[src/rtl/seq_divider.sv]
// seq_divider: iterative radix-2 restoring divider.
//
// Retires one quotient bit per clock. A WIDTH-bit dividend/divisor pair is
// accepted over a valid/ready handshake, and a WIDTH-bit quotient and
// remainder are returned over a second valid/ready handshake.
//
// Optional build macro: DIV_SIGNED_EN
//   When defined, the port signed_op is added. It is sampled at acceptance
//   and selects two's-complement truncating division. The sign fix-up costs
//   one extra CALC cycle.
//
// Ports:
//   clk          clock, rising edge
//   rst          synchronous, active-high reset
//   in_valid     operands presented
//   in_ready     divider idle, can accept an operation
//   dividend     numerator
//   divisor      denominator
//   signed_op    (DIV_SIGNED_EN only) treat operands as two's complement
//   out_valid    result valid
//   out_ready    consumer accepts result
//   quotient     dividend / divisor
//   remainder    dividend mod divisor
//   div_by_zero  divisor was zero for this result
module seq_divider #(
  parameter int WIDTH = 32
) (
  input  logic             clk,
  input  logic             rst,
  input  logic             in_valid,
  output logic             in_ready,
  input  logic [WIDTH-1:0] dividend,
  input  logic [WIDTH-1:0] divisor,
`ifdef DIV_SIGNED_EN
  input  logic             signed_op,
`endif
  output logic             out_valid,
  input  logic             out_ready,
  output logic [WIDTH-1:0] quotient,
  output logic [WIDTH-1:0] remainder,
  output logic             div_by_zero
);

  localparam int CW = $clog2(WIDTH + 1);

  typedef enum logic [1:0] {IDLE, CALC, DONE} state_t;

  state_t           state, state_nxt;
  logic [WIDTH-1:0] rem_q;
  logic [WIDTH-1:0] quo_q;
  logic [WIDTH-1:0] dvsr_q;
  logic [CW-1:0]    cnt_q;
  logic             dbz_q;
  logic             calc_end;

  // One restoring step: shift the next dividend bit into the partial
  // remainder and try subtracting the divisor. Because rem_q < dvsr_q holds
  // between steps (or the divisor is zero), the true difference always fits
  // in WIDTH+1 signed bits, so the MSB is a reliable sign.
  logic [WIDTH:0]   rem_sh;
  logic [WIDTH:0]   trial;
  logic             trial_neg;

  assign rem_sh    = {rem_q, quo_q[WIDTH-1]};
  assign trial     = rem_sh - {1'b0, dvsr_q};
  assign trial_neg = trial[WIDTH];

`ifdef DIV_SIGNED_EN
  logic fix_q;   // sign fix-up still pending after the magnitude steps
  logic qneg_q;  // quotient must be negated
  logic rneg_q;  // remainder takes the (negative) dividend sign
  logic fix_now;

  function automatic logic [WIDTH-1:0] negate(input logic [WIDTH-1:0] v);
    return ~v + WIDTH'(1);
  endfunction

  function automatic logic [WIDTH-1:0] magnitude(input logic [WIDTH-1:0] v,
                                                 input logic             sgn);
    return (sgn && v[WIDTH-1]) ? negate(v) : v;
  endfunction

  // Counter reaches zero after the WIDTH magnitude steps; the fix-up then
  // runs as one more CALC cycle.
  assign fix_now  = fix_q && (cnt_q == '0);
  assign calc_end = fix_now || (!fix_q && (cnt_q == CW'(1)));
`else
  assign calc_end = (cnt_q == CW'(1));
`endif

  assign in_ready    = (state == IDLE);
  assign out_valid   = (state == DONE);
  assign quotient    = quo_q;
  assign remainder   = rem_q;
  assign div_by_zero = dbz_q;

  // State register
  always_ff @(posedge clk) begin
    if (rst) state <= IDLE;
    else     state <= state_nxt;
  end

  // Next-state logic
  always_comb begin
    state_nxt = state;
    case (state)
      IDLE:    if (in_valid)  state_nxt = CALC;
      CALC:    if (calc_end)  state_nxt = DONE;
      DONE:    if (out_ready) state_nxt = IDLE;
      default:                state_nxt = IDLE;
    endcase
  end

  // Datapath: capture at accept, one step per CALC cycle, hold in DONE
  always_ff @(posedge clk) begin
    if (rst) begin
      rem_q  <= '0;
      quo_q  <= '0;
      cnt_q  <= '0;
      dbz_q  <= 1'b0;
`ifdef DIV_SIGNED_EN
      fix_q  <= 1'b0;
      qneg_q <= 1'b0;
      rneg_q <= 1'b0;
`endif
    end else begin
      case (state)
        IDLE: begin
          if (in_valid) begin
            rem_q  <= '0;
            cnt_q  <= CW'(WIDTH);
            dbz_q  <= (divisor == '0);
`ifdef DIV_SIGNED_EN
            quo_q  <= magnitude(dividend, signed_op);
            dvsr_q <= magnitude(divisor, signed_op);
            fix_q  <= signed_op;
            qneg_q <= signed_op && (dividend[WIDTH-1] ^ divisor[WIDTH-1]);
            rneg_q <= signed_op && dividend[WIDTH-1];
`else
            quo_q  <= dividend;
            dvsr_q <= divisor;
`endif
          end
        end
        CALC: begin
`ifdef DIV_SIGNED_EN
          if (fix_now) begin
            // A zero divisor keeps the all-ones quotient; negating the
            // remainder magnitude restores the original dividend.
            if (qneg_q && !dbz_q) quo_q <= negate(quo_q);
            if (rneg_q)           rem_q <= negate(rem_q);
            fix_q <= 1'b0;
          end else
`endif
          begin
            cnt_q <= cnt_q - CW'(1);
            quo_q <= {quo_q[WIDTH-2:0], ~trial_neg};
            rem_q <= trial_neg ? rem_sh[WIDTH-1:0] : trial[WIDTH-1:0];
          end
        end
        default: ;  // DONE: results held until handoff
      endcase
    end
  end

endmodule
[config.mk]
export PLATFORM = sky130hd
export DESIGN_NAME = seq_divider
export DESIGN_NICKNAME = d
export VERILOG_FILES = /design/src/rtl/seq_divider.sv
export SDC_FILE = /design/constraint.sdc
export NUM_CORES = 1
export LEC_CHECK = 0
export BUFFER_PORTS_ARGS = -buffer_cell sky130_fd_sc_hd__buf_4
export CAP_MARGIN = 20
export CORE_MARGIN = 2
export CORE_UTILIZATION = 30
export CTS_CLUSTER_SIZE = 8
export DETAILED_ROUTE_END_ITERATION = 8
export SLEW_MARGIN = 5
export SYNTH_ARGS = -nofsm -noshare
export SYNTH_HDL_FRONTEND = slang
export SYNTH_SLANG_ARGS = --single-unit
[constraint.sdc]
create_clock -name clk -period 7.87 [get_ports clk]
set_clock_uncertainty 0.1 [all_clocks]
set_input_delay 0.787 -clock clk [delete_from_list [all_inputs] [get_ports clk]]
set_output_delay 0.787 -clock clk [all_outputs]
set_load 0.03 [all_outputs]
==> impl_metrics.ini, run 1 <==
[worst_setup_path]
start_kind = flip-flop
crit_path_max_fanout = 21
worstReg2RegStart = quotient[31]
arrival_ps = 3850
ff2ff_setup_slack_ps = 4140
setup.worst_path.end_class = flip-flop
required_ps = 7990
path_class = reg2reg
r2r_cells = 14
rr_endpoint = remainder[27]

[grt]
grt_max_degree = 46
grt_pass1_wl_mm = 26.8
grt_usage_pct = 15.5
antenna_found_initial = 0
grt_pass1_vias = 5287
grt-ovfl-total = 0

[synth]
ys_warn_count = 0
ys_seq_area_share_pct = 40.5
synthesis.area_mm2 = 0.00597
synth.most_common_cell = nand2_1
synth-edff-count = 32
ys_ff_latch = 105
yosysTopAreaCell = dfxtp_1
synth_flop_cell = dfxtp_1
ys_async_sr_fraction_pct = 0
synthTopCellsByCount = 94 x nand2_1, 73 x dfxtp_1, 65 x a21oi_1
synth_top_area_share_pct = 24.5
ys_top_cells_by_area = dfxtp_1 24%, edfxtp_1 16%, ha_1 7.1%, nand2_1 5.9%, a21oi_1 5.4%
synth_area_per_cell_um2 = 8.89
synthesis.nets = 775
synth.distinct_cells = 66
syn_inst = 672

[placed_design]
io_buffers = 134
gp_congestion = 0.869
dp_hpwl_mm = 11.9
dp.cells = 1044

[floorplanning]
dieHeight_um = 145
io_pins = 135
row_count = 51
placeableCoreArea_mm2 = 0.0195
dieWidth_um = 145
initial_utilization_pct = 30.6
dieArea_mm2 = 0.0211

[drt]
first_pass_iters = 4
drc = 0
detail-route-antenna-nets = 0
via_per_inst = 4.97
routedWlPerCell_um = 15.2
wl_mm = 16.1
drtIter0Drc = 325
vias = 5271

[hold_path]
hold_path_depth = 2
holdPathEnd = quotient[31]
min_from = quotient[31]
holdCritPathClass = reg2reg

[cells_and_area]
stdcell_count = 1060
syn_to_final_growth_pct = 25.7
diodes = 0
fill_cells = 2056
drive_above_1_share_pct = 21.4
finalNetCount = 893

[clocking]
clock_path_buffers = 2
cts_tree = done
cts_resized = 0
post_cts_buffers = 0
htree_levels = 3
root_buffer = clkbuf_16
cts_buffers = 9
postCtsHoldBufs = 0
clkLatencyLatePin_ps = 360
cts_sinks = 105
clkTransAtPathRegs_ps = 80

[power_and_ir_drop]
power_density_mw_per_mm2 = 173
irDropWorstVdd_uv = 118
p_leak_uw = 0.00311
power_uw = 1300

[timing]
finalCritPeriodShare_pct = 47.4
grt_setup_unrepaired = no
drv_slew = 0
worstMarginPinSlew_ps = 979
tns_ps = 0
min_period_ps = 3730
fmax_mhz = 268
setup_viol = 0
slew_headroom_pct = 34.6
hold_viol_final = 0

[flow_run]
drv.max_cap_violation_count = 0

[run_status]
status = finished clean
[per-layer routing]
| metal | track usage (%) | vias up | part of all wire [%] |
|---|---|---|---|
| met1 | 20.0 | 2435 | 47 |
| met4 | 4.66 | 0 | 1.7 |
| met3 | 5.53 | 17 | 7.6 |
| met5 | 0 | - | 0 |
| li1 | - | 2665 | - |
| met2 | 24.4 | 154 | 44 |
[flip-flops by register name, summed over array words and instances, names as in the netlist]
signal	count
quotient	32
dvsr_q	32
remainder	32
div_by_zero	1
cnt_q	6
state	2
[cell type report]
class	instances	area, um2	share of cell area (%)
multi-input combinational	497	3260	43.5
sequential	105	2420	32.3
timing repair buffer	140	1050	14.0
tap	265	332	4.42
clock buffer	10	239	3.18
inverter	37	139	1.85
clock inverter	6	60.1	0.800
[cell families after synthesis]
logic type	after synthesis	share of synthesized area (%)
simple gates	199	15.4
xor+xnor	24	3.83
fa+ha+maj	35	7.46
compound gates	209	22.6
mux	30	5.05
buf+inv	70	5.11
flops	105	40.5
[how the worst max path moves through the flow]
stage	startpoint	to	slack, ps	depth (start not counted)
floorplan	quotient[31]	remainder[7]	4650	14
global placement	quotient[31]	remainder[21]	4240	14
CTS	quotient[31]	remainder[27]	4100	14
global route	quotient[31]	remainder[28]	3830	14
finish	quotient[31]	remainder[27]	4140	14
detailed placement	quotient[31]	remainder[27]	4130	14
[where the power goes]
group	internal, uW	switching (uW)
clock	232	224
combinational	89.0	143
sequential	588	20.3
total	909	388
[placed cells by master, fill, tap and decap left out, types with 3 or more instances in the layout]
cell type / instances
nor3_1: 8
clkbuf_16: 9
nand2b_1: 5
o21ai_0: 16
o21a_1: 8
edfxtp_1: 32
mux2i_1: 29
xnor2_1: 16
nand2_1: 94
nand3_1: 4
dfxtp_1: 73
inv_1: 37
a31oi_1: 7
o31a_1: 3
nor2_1: 42
a211oi_1: 4
a21oi_1: 65
xor2_1: 7
and2_1: 4
ha_1: 34
nor2b_1: 7
nand4_1: 5
a22oi_1: 32
o211ai_1: 5
a21o_1: 16
nor4_1: 10
buf_4: 140
o21ai_1: 29
[critical path: stages, from the launching register on]
cell,delay (ps)
dfxtp_1,330
inv_1,70
ha_1,170
inv_1,60
fa_1,420
a211oi_1,300
o211a_1,250
o21ai_2,100
a2111oi_2,350
nor2_2,110
o221ai_4,230
xnor2_4,330
buf_4,450
mux2i_1,250
o21ai_1,70
[metrics by stage]
stage,area (um2),util [%],setup WS [ps],hold slack (ps)
6_report,7510,38.4,4140,375
5_1_grt,7510,38.4,3830,400
2_1_floorplan,5970,-,4650,356
4_1_cts,7510,38.4,4100,379
3_5_place_dp,7210,36.9,4130,365
3_3_place_gp,7210,36.9,4240,359
Power figures use the tool's default switching activity.
==> run 2, diff against run 1 <==
==> constraint.sdc (replaced) <==
create_clock -name clk -period 3.75 [get_ports clk]
set_clock_uncertainty 0.1 [all_clocks]
set_input_delay 0.375 -clock clk [delete_from_list [all_inputs] [get_ports clk]]
set_output_delay 0.375 -clock clk [all_outputs]
set_load 0.03 [all_outputs]
==> run 2 against run 1 <==
Effect of this change: critical path depth unchanged; flip-flop and latch count is the same; setup slack worse by 3800 ps; power increased by 110%; largest cell class unchanged; routed wire length is 1.3% higher; critical path type unchanged.
==> impl_metrics.ini, run 2 (synthesized netlist as in run 1, its figures left out) <==
[run_status]
status = finished clean

[timing]
worstMarginPinSlew_ps = 1020
finalCritPeriodShare_pct = 90.4
hold_viol_final = 0
drv_slew = 0
slew_headroom_pct = 31.8
fin_hold_ws_ps = 94.3
tns_ps = 0
setup_viol = 0
grt_setup_unrepaired = no
fmax_mhz = 295
min_period_ps = 3390

[power_and_ir_drop]
power_density_mw_per_mm2 = 361
p_leak_uw = 0.00313
irDropWorstVdd_uv = 249

[clocking]
postCtsHoldBufs = 0
cts_sinks = 105
clock_path_buffers = 2
post_cts_buffers = 0
cts_resized = 0
cts_buffers = 9
clkTransAtPathRegs_ps = 80
cts_tree = done
root_buffer = clkbuf_16
htree_levels = 3
clkLatencyLatePin_ps = 360

[drt]
drtIter0Drc = 316
detail-route-antenna-nets = 0
routedWlPerCell_um = 15.3
drc = 0
first_pass_iters = 4
via_per_inst = 4.94
vias = 5256
wl_mm = 16.3

[cells_and_area]
drive_above_1_share_pct = 21.7
diodes = 0
final_cell_mix = 142 x buf_4, 94 x nand2_1, 73 x dfxtp_1, 65 x a21oi_1, 42 x nor2_1
layout_commonest_cell = buf_4
fill_cells = 2069
final_cell_area_mm2 = 0.00754
syn_to_final_growth_pct = 26.2
finalNetCount = 896

[grt]
grt_util_met2_pct = 25.5
grt_pass1_vias = 5275
grt_pass1_wl_mm = 26.8
grt-ovfl-total = 0
grt_max_degree = 46
grt_usage_pct = 15.6
grt-busiest-layer = met2
met3_usage_pct = 5.13
antenna_found_initial = 0
met1_usage_pct = 19.8

[floorplanning]
dieWidth_um = 145
dieHeight_um = 145
initial_utilization_pct = 30.6
placeableCoreArea_mm2 = 0.0195
dieArea_mm2 = 0.0211
io_pins = 135
row_count = 51

[worst_setup_path]
crit_path_max_incr_delay_ps = 420
setup.worst_path.end_class = flip-flop
arrival_ps = 3520
path_cells = inv_1, ha_1, inv_1, fa_1, a211oi_1, o211a_1, o21ai_2, a2111oi_2, nor2_2, o221ai_4, xnor2_4, buf_4, mux2i_1, o21ai_1
cp_slowest_cell = fa_1
path_class = reg2reg
crit_top_cell = inv_1
crit_path_max_fanout = 16
required_ps = 3880
start_kind = flip-flop

[placed_design]
gp_congestion = 0.820
placed_cell_area_mm2 = 0.00724
io_buffers = 134
dp_hpwl_mm = 12.1

[flow_run]
drv.max_cap_violation_count = 0

[hold_path]
holdCritPathClass = in2reg
[run 2: power breakdown]
part	internal, uW	switching, uW	total (uW)	leakage [uW]
Combinational	187	301	488	0.00209
Clock	498	460	958	0.000150
Sequential	1240	42.6	1280	0.000891
Total	1920	804	2720	0.00313
[run 2: worst max-delay path, delay by kind of cell (launching register included)]
family | cells | cell delay [ps]
muxes | 1 | 230
adders and majority gates | 2 | 580
xor gates and xnor gates | 1 | 160
AOI/OAI and AO/OA | 6 | 1290
buffers and inverters | 3 | 440
and+or+nand+nor | 1 | 120
DFF | 1 | 330
[run 2: path summary, 6_finish.rpt]
| kind | start | endpoint | slack [ps] | depth (start not counted) |
|---|---|---|---|---|
| hold / removal | divisor[5] | dvsr_q[5] | 90 | 1 |
| setup reg to reg | quotient[31] | remainder[27] | 360 | 14 |
| hold reg to reg | quotient[16] | quotient[16] | 370 | 2 |
| setup / recovery | quotient[31] | remainder[27] | 360 | 14 |
[run 2: per-stage QoR]
stage	setup WS, ps	cells	utilization, %	power [uW]
2_1_floorplan	534	672	-	1600
3_3_place_gp	433	1047	37.1	1790
3_5_place_dp	336	1047	37.1	1800
4_1_cts	316	1063	38.6	2770
5_1_grt	20.7	1063	38.6	2850
6_report	360	1063	38.6	2720
[run 2: final cells by class]
class                      instances  area (um2)  share of cell area [%]
multi-input combinational        497        3260                    43.3
timing repair buffer             143        1090                    14.4
sequential                       105        2420                    32.1
tap                              265         332                    4.40
clock inverter                     6        45.0                   0.598
clock buffer                      10         250                    3.32
inverter                          37         139                    1.84
[run 2: layer usage]
metal | wire length, um | up-vias
li1 | - | 2668
met1 | 7460 | 2438
met2 | 7490 | 136
met3 | 1150 | 14
met4 | 204 | 0
met5 | 0 | -
==> run 3, diff against run 2 <==
--- a/config.mk
+++ b/config.mk
@@ -5,12 +5,14 @@
 export SDC_FILE = /design/constraint.sdc
 export NUM_CORES = 1
 export LEC_CHECK = 0
+export ABC_AREA = 1
 export BUFFER_PORTS_ARGS = -buffer_cell sky130_fd_sc_hd__buf_4
 export CAP_MARGIN = 20
 export CORE_MARGIN = 2
 export CORE_UTILIZATION = 30
 export CTS_CLUSTER_SIZE = 8
 export DETAILED_ROUTE_END_ITERATION = 8
+export GPL_ROUTABILITY_DRIVEN = 0
 export SLEW_MARGIN = 5
 export SYNTH_ARGS = -nofsm -noshare
 export SYNTH_HDL_FRONTEND = slang
==> run 3 against run 2 <==
Effect of this change: worst hold slack worse by 2.3 ps; via count is 33% higher; register-to-register slack better by 630 ps; flip-flop and latch count stayed put; utilization is 1.4 points lower; clock power is 2.4% higher; non-clock buffer count is 3 lower; die area is 18% higher; area after synthesis is 19% higher; first-iteration DRC count is 8.9% higher; critical endpoint is now remainder[18].
==> impl_metrics.ini, run 3 <==
[run_status]
status = finished clean

[floorplanning]
placeableCoreArea_mm2 = 0.0233
row_count = 56
dieWidth_um = 158
io_pins = 135
dieArea_mm2 = 0.0249
dieHeight_um = 158
initial_utilization_pct = 30.4

[clocking]
clkTransAtPathRegs_ps = 80
clock_path_buffers = 2
cts_resized = 0
cts_sinks = 105
clkLatencyLatePin_ps = 370
htree_levels = 3
cts_buffers = 9
postCtsHoldBufs = 0
root_buffer = clkbuf_16
post_cts_buffers = 0
cts_tree = done

[drt]
wl_mm = 21.7
first_pass_iters = 5
routedWlPerCell_um = 14.3
vias = 6982
detail-route-antenna-nets = 0
drtIter0Drc = 344
via_per_inst = 4.59
drc = 0

[grt]
grt_pass1_wl_mm = 34.7
grt_max_degree = 49
grt-ovfl-total = 0
grt_usage_pct = 17.7
antenna_found_initial = 0
grt_pass1_vias = 6871

[worst_setup_path]
required_ps = 3870
crit_path_max_incr_delay_ps = 500
path_class = reg2reg
start_kind = flip-flop
setup.worst_path.end_class = flip-flop
cp_slowest_cell = nand2_2
crit_path_max_fanout = 25
path_cells = inv_1, ha_1, inv_1, fa_1, nand2_1, nand2_1, nand3b_1, nand2_2, nand2_2, nand2_4, nand2_4, nand3_1, nand2_2, nand2_1, nand3_1, a21oi_1
arrival_ps = 2880

[power_and_ir_drop]
power_density_mw_per_mm2 = 334
p_leak_uw = 0.00445
irDropWorstVdd_uv = 259
power_uw = 2900

[synth]
ys_ff_latch = 105
synth.distinct_cells = 41
synth_flop_cell = dfxtp_1
synth_top_area_share_pct = 20.6
synthTopCellsByCount = 372 x nand2_1, 224 x inv_1, 78 x a21oi_1
ys_seq_area_share_pct = 34.2
ys_async_sr_fraction_pct = 0
yosysTopAreaCell = dfxtp_1
synthesis.nets = 1179
synth-edff-count = 32
ys_top_cells_by_area = dfxtp_1 21%, nand2_1 20%, edfxtp_1 14%, inv_1 12%, ha_1 6.0%
synth.most_common_cell = nand2_1
ys_warn_count = 0
synthesis.area_mm2 = 0.00708
syn_inst = 1076
synth_area_per_cell_um2 = 6.58

[placed_design]
dp_hpwl_mm = 16.8
io_buffers = 134
place_ws_ps = 1030
placed_cell_area_mm2 = 0.00839

[timing]
grt_setup_unrepaired = no
finalCritPeriodShare_pct = 73.7
fin_hold_ws_ps = 92.1
setup_viol = 0
tns_ps = 0
hold_viol_final = 0
worstMarginPinSlew_ps = 907
slew_headroom_pct = 39.5
drv_slew = 0
fin_ws_ps = 987
fmax_mhz = 362
min_period_ps = 2760

[cells_and_area]
layout_commonest_cell = nand2_1
fill_cells = 2501
finalNetCount = 1301
diodes = 0
syn_to_final_growth_pct = 22.6
final_cell_area_mm2 = 0.00868
drive_above_1_share_pct = 15.8
final_cell_mix = 372 x nand2_1, 224 x inv_1, 140 x buf_4, 78 x a21oi_1, 73 x dfxtp_1

[flow_run]
drv.max_cap_violation_count = 0

[hold_path]
holdCritPathClass = in2reg
-- run 3: changes by cell type after synthesis, sizes merged, moves of 13 or more --
cell | previous run | this run
a22oi | 32 | 2
nand3 | 4 | 61
nand2 | 95 | 389
a21o | 16 | 3
o221ai | 2 | 23
o21ai | 46 | 5
inv | 37 | 228
mux2i | 29 | 0
a21oi | 65 | 82
-- run 3: worst paths after layout --
| check | slack, ps | endpoint | cells after the start | start |
|---|---|---|---|---|
| min | 90 | dvsr_q[30] | 1 | divisor[30] |
| max reg2reg | 990 | remainder[18] | 16 | quotient[31] |
| min reg2reg | 370 | cnt_q[1] | 2 | cnt_q[1] |
| max | 990 | remainder[18] | 16 | quotient[31] |
-- run 3: final cells by class --
cell class / instances / area [um2] / share of cell area, %
Multi-Input combinational cell: 713 / 3660 / 42.1
Clock inverter: 6 / 55.1 / 0.634
Clock buffer: 10 / 239 / 2.75
Sequential cell: 105 / 2420 / 27.9
Timing Repair Buffer: 140 / 1050 / 12.1
Tap cell: 319 / 399 / 4.60
Inverter: 229 / 860 / 9.90
-- run 3: kinds of logic (layout without fill, tap and decap cells) --
| family | Yosys count | count (layout) | share of synthesized area (%) |
|---|---|---|---|
| AO/OA/AOI/OAI | 127 | 127 | 11.0 |
| buffers and inverters | 258 | 385 | 14.4 |
| flip-flops | 105 | 105 | 34.2 |
| AND/OR/NAND/NOR | 536 | 536 | 32.2 |
| XOR/XNOR | 15 | 15 | 1.85 |
| adder cells (fa/ha/maj) | 35 | 35 | 6.29 |
-- run 3: layer usage --
metal,global-route usage [%],wire [um],vias to the layer above
met1,21.6,9460,3108
met5,0,0,-
li1,-,-,3613
met3,3.75,1460,35
met4,6.15,611,0
met2,30.8,10200,226
-- run 3: power by group --
group	switching, uW	total, uW	internal (uW)	leakage, uW
clock	493	981	487	0.000148
sequential	54.9	1310	1250	0.000893
combinational	396	610	214	0.00341
total	944	2900	1950	0.00445
-- run 3: worst max-delay path: cells and delay by family (launching register included) --
family / cells / cell delay, ps
AND/OR/NAND/NOR: 11 / 1410
adder cells (fa/ha/maj): 2 / 580
buffers and inverters: 2 / 140
AO/OA/AOI/OAI: 1 / 70
flip-flops: 1 / 320
-- run 3: stage by stage --
| step | utilization, % | instances |
|---|---|---|
| floorplan | - | 1076 |
| global placement | 36.0 | 1506 |
| detailed placement | 36.0 | 1506 |
| CTS | 37.2 | 1522 |
| global route | 37.2 | 1522 |
| finish | 37.2 | 1522 |
